File: src/rtl/mq_if.sv
`timescale 1ns/1ps
`default_nettype none
// ============================================================================
// Module   : mq_if
// Brief    : Multi-channel queue interface. A write port pushes into per-
//            channel TX FIFOs and a read port pops from per-channel RX FIFOs,
//            each through an IDLE/WAIT/RSP request/response handshake with
//            optional blocking wait and timeout.
// Revision : 1.0 - initial release
// ============================================================================
module mq_if #(
  parameter int DW       = 8,
  parameter int NCH      = 4,
  parameter int TX_DEPTH = 8,
  parameter int RX_DEPTH = 8,
  parameter int TMO      = 0,
  localparam int CW      = (NCH > 1) ? $clog2(NCH) : 1
) (
  input  logic              clk,
  input  logic              rstn,
  input  logic              wr_vld,
  output logic              wr_gnt,
  input  logic [CW-1:0]     wr_ch,
  input  logic              wr_wait,
  input  logic [DW-1:0]     wr_dat,
  output logic              wr_rvld,
  input  logic              wr_rgnt,
  output logic [1:0]        wr_err,
  input  logic              rd_vld,
  output logic              rd_gnt,
  input  logic [CW-1:0]     rd_ch,
  input  logic              rd_wait,
  output logic              rd_rvld,
  input  logic              rd_rgnt,
  output logic [DW-1:0]     rd_dat,
  output logic [1:0]        rd_err,
  output logic [NCH-1:0]    txq_empty_n,
  input  logic [NCH-1:0]    txq_re,
  output logic [NCH*DW-1:0] txq_dat,
  output logic [NCH-1:0]    rxq_full_n,
  input  logic [NCH-1:0]    rxq_we,
  input  logic [NCH*DW-1:0] rxq_dat
);

  // Channel selects are CW bits wide; slots beyond NCH are padded as never-ready.
  localparam int NSLOT = 1 << CW;
  localparam int TW    = (TMO > 1) ? $clog2(TMO) : 1;
  localparam logic [TW-1:0] TMO_LAST = TW'((TMO > 0) ? TMO - 1 : 0);
  localparam logic [1:0] ERR_OK = 2'b00, ERR_NRDY = 2'b01, ERR_TMO = 2'b10, ERR_CH = 2'b11;

  typedef enum logic [1:0] {S_IDLE = 2'd0, S_WAIT = 2'd1, S_RSP = 2'd2} state_t;

  logic [NSLOT-1:0] w_ch_ok, w_tx_rdy, w_rx_rdy;
  logic [DW-1:0]    w_rx_head [NSLOT];
  logic [NCH-1:0]   w_tx_push, w_rx_pop;

  state_t           wr_state_q, rd_state_q;
  logic [CW-1:0]    wr_ch_q, rd_ch_q;
  logic [DW-1:0]    wr_dat_q, rd_dat_q;
  logic [1:0]       wr_err_q, rd_err_q;
  logic [TW-1:0]    wr_cnt_q, rd_cnt_q;

  // The wait flag is only consulted on acceptance; being in WAIT already encodes it.
  logic [CW-1:0] w_wr_sel, w_rd_sel;
  logic [DW-1:0] w_wr_din;
  logic          w_wr_push, w_rd_pop;

  assign w_wr_sel  = (wr_state_q == S_IDLE) ? wr_ch  : wr_ch_q;
  assign w_wr_din  = (wr_state_q == S_IDLE) ? wr_dat : wr_dat_q;
  assign w_rd_sel  = (rd_state_q == S_IDLE) ? rd_ch  : rd_ch_q;
  // One access pulse, on the edge that enters RSP with a good response.
  assign w_wr_push = (((wr_state_q == S_IDLE) & wr_vld) | (wr_state_q == S_WAIT)) & w_tx_rdy[w_wr_sel];
  assign w_rd_pop  = (((rd_state_q == S_IDLE) & rd_vld) | (rd_state_q == S_WAIT)) & w_rx_rdy[w_rd_sel];

  assign wr_gnt  = (wr_state_q == S_IDLE);
  assign wr_rvld = (wr_state_q == S_RSP);
  assign wr_err  = wr_err_q;
  assign rd_gnt  = (rd_state_q == S_IDLE);
  assign rd_rvld = (rd_state_q == S_RSP);
  assign rd_err  = rd_err_q;
  assign rd_dat  = rd_dat_q;

  // Write-path FSM: accept, optionally wait for TX room, then hold the response.
  always_ff @(posedge clk or negedge rstn) begin
    if (!rstn) begin
      wr_state_q <= S_IDLE;
      wr_ch_q    <= '0;
      wr_dat_q   <= '0;
      wr_err_q   <= ERR_OK;
      wr_cnt_q   <= '0;
    end else begin
      case (wr_state_q)
        S_IDLE: if (wr_vld) begin
          wr_ch_q  <= wr_ch;
          wr_dat_q <= wr_dat;
          wr_cnt_q <= '0;
          if (!w_ch_ok[wr_ch]) begin
            wr_err_q <= ERR_CH;   wr_state_q <= S_RSP;
          end else if (w_tx_rdy[wr_ch]) begin
            wr_err_q <= ERR_OK;   wr_state_q <= S_RSP;
          end else if (!wr_wait) begin
            wr_err_q <= ERR_NRDY; wr_state_q <= S_RSP;
          end else begin
            wr_state_q <= S_WAIT;
          end
        end
        S_WAIT: if (w_tx_rdy[wr_ch_q]) begin
          wr_err_q <= ERR_OK;  wr_state_q <= S_RSP;
        end else if (TMO > 0) begin
          if (wr_cnt_q == TMO_LAST) begin
            wr_err_q <= ERR_TMO; wr_state_q <= S_RSP;
          end else begin
            wr_cnt_q <= wr_cnt_q + TW'(1);
          end
        end
        S_RSP: if (wr_rgnt) wr_state_q <= S_IDLE;
        default: wr_state_q <= S_IDLE;
      endcase
    end
  end

  // Read-path FSM: same flow, additionally capturing the popped head word.
  always_ff @(posedge clk or negedge rstn) begin
    if (!rstn) begin
      rd_state_q <= S_IDLE;
      rd_ch_q    <= '0;
      rd_dat_q   <= '0;
      rd_err_q   <= ERR_OK;
      rd_cnt_q   <= '0;
    end else begin
      if (w_rd_pop) rd_dat_q <= w_rx_head[w_rd_sel];
      case (rd_state_q)
        S_IDLE: if (rd_vld) begin
          rd_ch_q  <= rd_ch;
          rd_cnt_q <= '0;
          if (!w_ch_ok[rd_ch]) begin
            rd_err_q <= ERR_CH;   rd_state_q <= S_RSP;
          end else if (w_rx_rdy[rd_ch]) begin
            rd_err_q <= ERR_OK;   rd_state_q <= S_RSP;
          end else if (!rd_wait) begin
            rd_err_q <= ERR_NRDY; rd_state_q <= S_RSP;
          end else begin
            rd_state_q <= S_WAIT;
          end
        end
        S_WAIT: if (w_rx_rdy[rd_ch_q]) begin
          rd_err_q <= ERR_OK;  rd_state_q <= S_RSP;
        end else if (TMO > 0) begin
          if (rd_cnt_q == TMO_LAST) begin
            rd_err_q <= ERR_TMO; rd_state_q <= S_RSP;
          end else begin
            rd_cnt_q <= rd_cnt_q + TW'(1);
          end
        end
        S_RSP: if (rd_rgnt) rd_state_q <= S_IDLE;
        default: rd_state_q <= S_IDLE;
      endcase
    end
  end

  for (genvar s = NCH; s < NSLOT; s++) begin : g_pad
    assign w_ch_ok[s]   = 1'b0;
    assign w_tx_rdy[s]  = 1'b0;
    assign w_rx_rdy[s]  = 1'b0;
    assign w_rx_head[s] = '0;
  end

  for (genvar k = 0; k < NCH; k++) begin : g_ch
    localparam int TAW = $clog2(TX_DEPTH);
    localparam int RAW = $clog2(RX_DEPTH);

    logic [DW-1:0]  tx_mem [TX_DEPTH];
    logic [TAW-1:0] tx_wp_q, tx_rp_q;
    logic [TAW:0]   tx_cnt_q, tx_cnt_d;
    logic           tx_full_n_q, tx_empty_n_q, tx_we, tx_re;

    logic [DW-1:0]  rx_mem [RX_DEPTH];
    logic [RAW-1:0] rx_wp_q, rx_rp_q;
    logic [RAW:0]   rx_cnt_q, rx_cnt_d;
    logic           rx_full_n_q, rx_empty_n_q, rx_we, rx_re;

    assign w_tx_push[k] = w_wr_push & (w_wr_sel == CW'(k));
    assign w_rx_pop[k]  = w_rd_pop  & (w_rd_sel == CW'(k));

    // Pushes to a full FIFO and pops from an empty one are dropped.
    assign tx_we = w_tx_push[k] & tx_full_n_q;
    assign tx_re = txq_re[k]    & tx_empty_n_q;
    assign rx_we = rxq_we[k]    & rx_full_n_q;
    assign rx_re = w_rx_pop[k]  & rx_empty_n_q;

    assign w_ch_ok[k]   = 1'b1;
    assign w_tx_rdy[k]  = tx_full_n_q;
    assign w_rx_rdy[k]  = rx_empty_n_q;
    assign w_rx_head[k] = rx_mem[rx_rp_q];
    assign txq_empty_n[k]          = tx_empty_n_q;
    assign txq_dat[k*DW +: DW]     = tx_mem[tx_rp_q];
    assign rxq_full_n[k]           = rx_full_n_q;

    // Occupancy next-state for both FIFOs of this channel.
    always_comb begin
      tx_cnt_d = tx_cnt_q;
      if (tx_we && !tx_re)      tx_cnt_d = tx_cnt_q + (TAW+1)'(1);
      else if (!tx_we && tx_re) tx_cnt_d = tx_cnt_q - (TAW+1)'(1);
      rx_cnt_d = rx_cnt_q;
      if (rx_we && !rx_re)      rx_cnt_d = rx_cnt_q + (RAW+1)'(1);
      else if (!rx_we && rx_re) rx_cnt_d = rx_cnt_q - (RAW+1)'(1);
    end

    // Pointers, occupancy and registered full_n/empty_n flags.
    always_ff @(posedge clk or negedge rstn) begin
      if (!rstn) begin
        tx_wp_q <= '0; tx_rp_q <= '0; tx_cnt_q <= '0;
        tx_full_n_q <= 1'b1; tx_empty_n_q <= 1'b0;
        rx_wp_q <= '0; rx_rp_q <= '0; rx_cnt_q <= '0;
        rx_full_n_q <= 1'b1; rx_empty_n_q <= 1'b0;
      end else begin
        if (tx_we) tx_wp_q <= tx_wp_q + TAW'(1);
        if (tx_re) tx_rp_q <= tx_rp_q + TAW'(1);
        tx_cnt_q     <= tx_cnt_d;
        tx_full_n_q  <= (tx_cnt_d != (TAW+1)'(TX_DEPTH));
        tx_empty_n_q <= (tx_cnt_d != '0);
        if (rx_we) rx_wp_q <= rx_wp_q + RAW'(1);
        if (rx_re) rx_rp_q <= rx_rp_q + RAW'(1);
        rx_cnt_q     <= rx_cnt_d;
        rx_full_n_q  <= (rx_cnt_d != (RAW+1)'(RX_DEPTH));
        rx_empty_n_q <= (rx_cnt_d != '0);
      end
    end

    // Storage arrays carry no reset; validity is tracked by the flags.
    always_ff @(posedge clk) begin
      if (tx_we) tx_mem[tx_wp_q] <= w_wr_din;
      if (rx_we) rx_mem[rx_wp_q] <= rxq_dat[k*DW +: DW];
    end
  end

endmodule
`default_nettype wire

File: config.mk
export PLATFORM = sky130hd
export DESIGN_NAME = mq_if
export DESIGN_NICKNAME = d
export VERILOG_FILES = /design/src/rtl/mq_if.sv
export SDC_FILE = /design/constraint.sdc
export NUM_CORES = 1
export LEC_CHECK = 0
export CAP_MARGIN = 10
export CELL_PAD_IN_SITES_DETAIL_PLACEMENT = 0
export CELL_PAD_IN_SITES_GLOBAL_PLACEMENT = 1
export CORE_MARGIN = 3
export CORE_UTILIZATION = 35
export CTS_CLUSTER_SIZE = 14
export DETAILED_ROUTE_END_ITERATION = 12
export HOLD_SLACK_MARGIN = 0.1
export PLACE_DENSITY_LB_ADDON = 0.08
export SETUP_SLACK_MARGIN = 0.05
export SLEW_MARGIN = 20
export SYNTH_ARGS = -nofsm -noshare
export SYNTH_HDL_FRONTEND = slang
export SYNTH_SLANG_ARGS = --single-unit
File: constraint.sdc
create_clock -name clk -period 3.75 [get_ports clk]
set_input_delay 0.75 -clock clk [delete_from_list [all_inputs] [get_ports clk]]
set_output_delay 0.75 -clock clk [all_outputs]
set_load 0.05 [all_outputs]
==> impl_results.md, run 1 <==
- Status: completed
- Root buffer cell: clkbuf_16
- Critical path arrival: 2770 ps
- CTS tree: done
- PortBufs: between 100 and 150
- Dpl hpwl: between 40 and 50 mm
- Vias in the first global route: ~15000
- Area occupied by multi-input gates: 0.008064 sq mm
- Clk buf depth: 3
- Slew Limit Headroom: between 20% and 30%
- Ranking of synthesized cells by area: edfxtp_1 (57%), dfrtp_1 (11%), mux4_2 (5.8%)
- Commonest non-fill, non-tap cell in the layout: edfxtp_1
- Tightest Hold Check Type: input pin to asynchronous set/reset pin
- Worst-Skew Late Latency: about 600 ps
- Primary FF master, synth: edfxtp_1
- M1 GR Usage: around a fifth
- Cts-stage hold buffer count: 0
- Worst path slowest cell: clkdlybuf4s50_1
- Number of flops mapped to enable cells by yosys: a little over 500
- CP delay by family, top: buffers and inverters
- Clock Pin Slew Worst Setup and Hold Paths: around 60 ps
- Number of hold violations in the final report: 0
- Crit path depth: 4
- Die Y: approximately 280 um
- Die area: 0.08043 sq mm
- Via count: about 15000
- Synth Cell Area: 0.02697 sq mm
- Worst hold-check slack: around 150 ps
- Critical path required time: about 3000 ps
- Clock buffer count from CTS: 73
- GRT met3 Usage: under 10%
- Final Slew Violations: 0
- R2r startpoint: wr_state_q[0]
- Cells after Synth: 1666
- Gr ovfl total: 0
- Initial drt markers: 810
- Layout cells sized above 1: about a fifth
- Fill cells: 6904
- CP Cell Sequence: buf_6 > mux4_2 > mux2_2 > clkdlybuf4s50_1
- Top cell type by total area after synthesis: edfxtp_1
- Worst Tran Pin Value: roughly 1100 ps
- Setup crit start: g_ch[1].tx_rp_q[0]
- Yosys reg bits: between 600 and 700
- Area growth, synth to finish: 18.12%
- Synth Warn #: 0
- Unique cell type count in the Yosys netlist: just over 80
- Max Cap Violations: 0
- Max Clock Skew: ~26 ps
- Commonest non-fill, non-tap cells in the layout: edfxtp_1 (512), mux2i_1 (131), dfrtp_1 (114)
- Critical Path Sink Type: output pin
- Post-synthesis sequential area ratio: 68.36%
- Leakage: between 10 and 15 nW
- Critical path buffers and inverters: 2
- RR Endpoint: g_ch[0].tx_mem[3][3]
- CTS Sinks: between 600 and 700
- Worst Setup EP: txq_dat[15]
- Period utilization: between 90% and 100%
- Initial Util: around 35%
- Minimum clock period: 3525 ps
- Setup TNS: 0 ps
- Antenna violations before repair: 5
- CTS H-tree depth: 3
- Row count: a little over 100
- Routability cong.: 0.7526
- Drt via density: 4.985
- Grt peak-use layer: met2
- NumNets Final: slightly below 2000
- Final wirelength: between 60 and 70 mm
- Peak VDD IR: approximately 420 uV
- Power Dens Cells: about 800 mW/mm^2
- Tot GR Track Use: 15.49%
- R2r setup slk: roughly 1100 ps
- CP max stage delay: approximately 700 ps
- Reg area: roughly 0.018 sq mm
- WS Path Type: register to output pin
- Top-level I/O count: 116
- Type of origin of the critical path: register
- FF-to-FF path depth: 6
- Asr flop ratio synth: a little under 20%
- Die W: around 280 um
- First-pass GRT wire length: around 96 mm
- Met2 Track Usage GR: 25.73%
- Maximum clock rate: between 200 and 300 MHz
- Drt first pass iters: 5
- # setup viols final: 0
- Core Box Area: 0.07620 sq mm
- CP max FO: 17
- Routed len/inst: 21.10 um
- RSZ-0062 raised after global routing: false
- Post-CTS Setup Inserts: 0
- Residual DRC: 0
- Syn Area/Cell: around 16 sq um
- Post-route ant nets: 0
- Pin count of the biggest net entering global routing: 63
- Synth top area share: between 50 and 60%
## what timing repair did
item                                    in CTS  in global routing
resized for setup                           26                  6
endpoints found under the setup margin      26                  6
cloned                                       0                  0
## final cells by class
class / count / share of cell area (%)
antenna: 2 / 0.01571
clock buffer: 95 / 6.091
clock inverter: 36 / 0.8247
inverter: 25 / 0.2945
multi-input combinational: 925 / 25.31
sequential: 634 / 57.87
tap: 1030 / 4.045
timing repair buffer: 198 / 5.545
## cell families (layout without fill, tap and decap cells)
| logic type | after synthesis | count (layout) | share of synthesized area [%] |
|---|---|---|---|
| adder cells (fa/ha/maj) | 41 | 41 | 1.823 |
| other | 1 | 4 | 0.01390 |
| AO/OA/AOI/OAI | 185 | 185 | 5.581 |
| flip-flops | 634 | 634 | 68.36 |
| AND/OR/NAND/NOR | 390 | 390 | 7.710 |
| buffers and inverters | 108 | 354 | 1.837 |
| XOR/XNOR | 49 | 49 | 1.591 |
| multiplexers | 258 | 258 | 13.09 |
## registers in the layout, summed over array words and instances, names as in the netlist, 8 cells and up
register       cells
g_ch.tx_mem      256
g_ch.tx_cnt_q     16
wr_dat_q           8
g_ch.tx_rp_q      12
g_ch.tx_wp_q      12
rd_dat             8
g_ch.rx_wp_q      12
g_ch.rx_cnt_q     16
g_ch.rx_mem      256
g_ch.rx_rp_q      12
## per-layer routing
layer	share of wire (%)	wire length [um]
met5	0.061	38
met4	2.1	1303
met3	4.1	2519
met2	49	30340
met1	45	27930
## worst register-to-register path, stage by stage (launching register included)
cell     delay, ps
dfrtp_1        540
o21ai_1        480
nand3_1        240
nor2_1         430
nand2_1        190
nor3b_1        240
buf_4          210
## power by group
group | internal, mW | switching, mW
Clock | 3.75 | 2.80
Combinational | 3.55 | 5.44
Sequential | 9.22 | 1.23
Total | 16.5 | 9.47
## through the flow
stage	power (mW)	cell area [sq um]	std cells	util (%)	setup slack, ps
2_1_floorplan	16.84	26980	1667	-	780.1
3_3_place_gp	19.86	29660	2812	38.92	522.4
3_5_place_dp	19.96	29670	2812	38.93	542.3
4_1_cts	26.50	31840	2943	41.78	50.78
5_1_grt	27.54	31850	2943	41.80	111.0
6_report	25.99	31860	2945	41.81	225.4
## Yosys cell counts, drive strengths merged, types with 9 or more instances
| library cell | number |
|---|---|
| nor2 | 50 |
| xnor2 | 41 |
| nor4 | 13 |
| and2 | 24 |
| clkbuf | 36 |
| nor3 | 37 |
| o211ai | 10 |
| nor2b | 18 |
| nand3 | 49 |
| or3 | 12 |
| nor3b | 12 |
| a22oi | 54 |
| buf | 47 |
| nand2 | 113 |
| nand2b | 14 |
| o21ai | 15 |
| ha | 32 |
| maj3 | 9 |
| mux2i | 131 |
| a21oi | 12 |
| edfxtp | 512 |
| o31ai | 11 |
| nand4 | 25 |
| mux2 | 57 |
| mux4 | 70 |
| dfrtp | 114 |
| a211oi | 9 |
| a21o | 11 |
| inv | 25 |
## worst min-delay path by stage
| stage | from | end | slack, ps |
|---|---|---|---|
| floorplan | rstn | g_ch[0].rx_cnt_q[0] | 450 |
| global placement | g_ch[1].tx_rp_q[0] | g_ch[1].tx_rp_q[0] | 470 |
| detailed placement | g_ch[1].tx_rp_q[0] | g_ch[1].tx_rp_q[0] | 470 |
| CTS | rstn | g_ch[3].tx_cnt_q[2] | 160 |
| global route | rstn | g_ch[3].tx_cnt_q[2] | 160 |
| finish | rstn | g_ch[3].tx_cnt_q[2] | 150 |
No activity file was read; power rests on OpenSTA's default activity.
==> inputs of run 2 (changes only) <==
--- a/config.mk
+++ b/config.mk
@@ -12,6 +12,7 @@
 export CORE_UTILIZATION = 35
 export CTS_CLUSTER_SIZE = 14
 export DETAILED_ROUTE_END_ITERATION = 12
+export GPL_ROUTABILITY_DRIVEN = 1
 export HOLD_SLACK_MARGIN = 0.1
 export PLACE_DENSITY_LB_ADDON = 0.08
 export SETUP_SLACK_MARGIN = 0.05
==> results of run 2 <==
Same layout as run 1: the final DEF is identical, and so are final timing and power.
==> inputs of run 3 (changes only) <==
--- a/config.mk
+++ b/config.mk
@@ -16,6 +16,7 @@
 export HOLD_SLACK_MARGIN = 0.1
 export PLACE_DENSITY_LB_ADDON = 0.08
 export SETUP_SLACK_MARGIN = 0.05
+export SKIP_CTS_REPAIR_TIMING = 1
 export SLEW_MARGIN = 20
 export SYNTH_ARGS = -nofsm -noshare
 export SYNTH_HDL_FRONTEND = slang
==> run 3 against run 2 <==
Net effect:
- register-to-register slack about the same
- sequential cell count did not move
- via count barely moved
- wire length is 0.14% higher
- maximum frequency grew 0.20%
- clock power about the same
- largest cell class unchanged
==> impl_results.md, run 3 (synthesis gave the netlist of run 1 again) <==
- Clk buf depth: 3
- Dpl hpwl: roughly 42 mm
- Die W: 283.6 um
- CTS H-tree depth: 3
- CTS Sinks: about 630
- Top-level I/O count: between 100 and 150
- Fin cells: between 2000 and 3000
- First-pass GRT wire length: between 90 and 100 mm
- Gr ovfl total: 0
- CTS tree: done
- Pin count of the biggest net entering global routing: 63
- Placed Instances: about 2800
- WS Path Type: register to output pin
- Post-route ant nets: 0
- Worst path slowest cell: clkdlybuf4s50_1
- Area growth, synth to finish: 18.48%
- Die Y: approximately 280 um
- Minimum clock period: between 3000 and 4000 ps
- Period utilization: a little over nine tenths
- Power Dens Cells: ~820 mW/mm^2
- Number of hold violations in the final report: 0
- Final Slew Violations: 0
- Max Cap Violations: 0
- Antenna violations before repair: 5
- Row count: 101
- Critical Path Sink Type: output pin
- Commonest non-fill, non-tap cell in the layout: edfxtp_1
- Drt first pass iters: 5
- Max Clock Skew: between 20 and 30 ps
- Worst Tran Pin Value: between 1000 and 1500 ps
- Root buffer cell: clkbuf_16
- NumNets Final: between 1500 and 2000
- Residual DRC: 0
- Routability cong.: roughly 0.75
- CP max stage delay: about 700 ps
- Layout cells sized above 1: about 19%
- Commonest non-fill, non-tap cells in the layout: edfxtp_1 (512), mux2i_1 (131), dfrtp_1 (114)
- Initial drt markers: about 800
- Tot GR Track Use: ~15%
- Critical path arrival: around 2800 ps
- Top flop regs: g_ch.rx_mem: 256 flops, g_ch.tx_mem: 256 flops
- # setup viols final: 0
- Final wirelength: approximately 62 mm
- Peak VDD IR: 422.5 uV
- Tightest Hold Check Type: input pin to asynchronous set/reset pin
- Clock buffer count from CTS: between 70 and 80
- Util after Layout: a little over two fifths
- Core Box Area: 0.07620 sq mm
- CP max FO: 17
- Clock Pin Slew Worst Setup and Hold Paths: approximately 60 ps
- Slew Limit Headroom: between 20% and 30%
- Initial Util: 35.40%
- Routed len/inst: between 20 and 25 um
- Maximum clock rate: roughly 280 MHz
- Die area: 0.08043 sq mm
- RSZ-0062 raised after global routing: false
- Critical path required time: ~3000 ps
- Vias in the first global route: approximately 15000
- Type of origin of the critical path: register
- Worst-Skew Late Latency: 600 ps
- Drt via density: approximately 5
- PortBufs: about 110
- CP delay by family, top: buffers and inverters
- Critical path buffers and inverters: 2
- Leakage: roughly 11 nW
- Via count: roughly 15000
- Status: completed
- CP Cell Sequence: buf_6 > mux4_2 > mux2_2 > clkdlybuf4s50_1
## run 3: worst paths after layout
| path | from | endpoint | slack, ps | cells after the start |
|---|---|---|---|---|
| worst max-delay path | g_ch[1].tx_rp_q[0] | txq_dat[15] | 230 | 4 |
| worst min register to register | g_ch[1].tx_rp_q[0] | g_ch[1].tx_rp_q[0] | 490 | 1 |
| worst min-delay path | rstn | g_ch[3].tx_cnt_q[2] | 150 | 1 |
| worst max register to register | wr_state_q[0] | g_ch[0].tx_mem[3][3] | 1120 | 6 |
| min in group clk | g_ch[1].tx_rp_q[0] | g_ch[1].tx_rp_q[0] | 490 | 1 |
| max in group asynchronous | rstn | g_ch[1].rx_full_n_q | 2670 | 2 |
## run 3: worst register-to-register path, delay by kind of cell, from the launching register on
| family | cells | cell delay (ps) |
|---|---|---|
| buffers and inverters | 1 | 210 |
| AO/OA/AOI/OAI | 1 | 480 |
| flip-flops | 1 | 540 |
| AND/OR/NAND/NOR | 4 | 1100 |
## run 3: stage by stage
step / cell area [sq um] / worst slack (ps) / power, mW / hold slack, ps / TNS, ps
finish: 31960 / 232.4 / 26.13 / 148.4 / 0
floorplan: 26980 / 780.1 / 16.84 / 454.4 / 0
global placement: 29660 / 522.4 / 19.86 / 465.0 / 0
detailed placement: 29670 / 542.3 / 19.96 / 466.0 / 0
global route: 31950 / 111.0 / 27.68 / 159.3 / 0
CTS: 31870 / -6.188 / 26.65 / 159.5 / -6.188
## run 3: where the power goes
group / switching, mW / total [mW] / internal, mW / leakage, nW
clock network: 2.79 / 6.54 / 3.75 / 1.07
registers: 1.24 / 10.5 / 9.22 / 6.05
logic: 5.45 / 9.13 / 3.68 / 4.18
total: 9.48 / 26.1 / 16.6 / 11.3
## run 3: area by class of cell
cell class                      count  area (sq um)
Antenna cell                        2         5.005
Timing Repair Buffer              198          1864
Tap cell                         1030          1289
Clock inverter                     36         262.8
Fill cell                        6882         44240
Multi-Input combinational cell    925          8064
Clock buffer                       95          1941
Sequential cell                   634         18440
Inverter                           25         93.84
## run 3: routing by layer
metal / global-route usage [%] / up-vias / share of wire [%]
met3: 3.486 / 81 / 4.2
met5: 0 / - / 0.063
met1: 20.63 / 7445 / 45
met4: 3.968 / 6 / 2.0
li1: - / 6908 / -
met2: 25.73 / 229 / 49
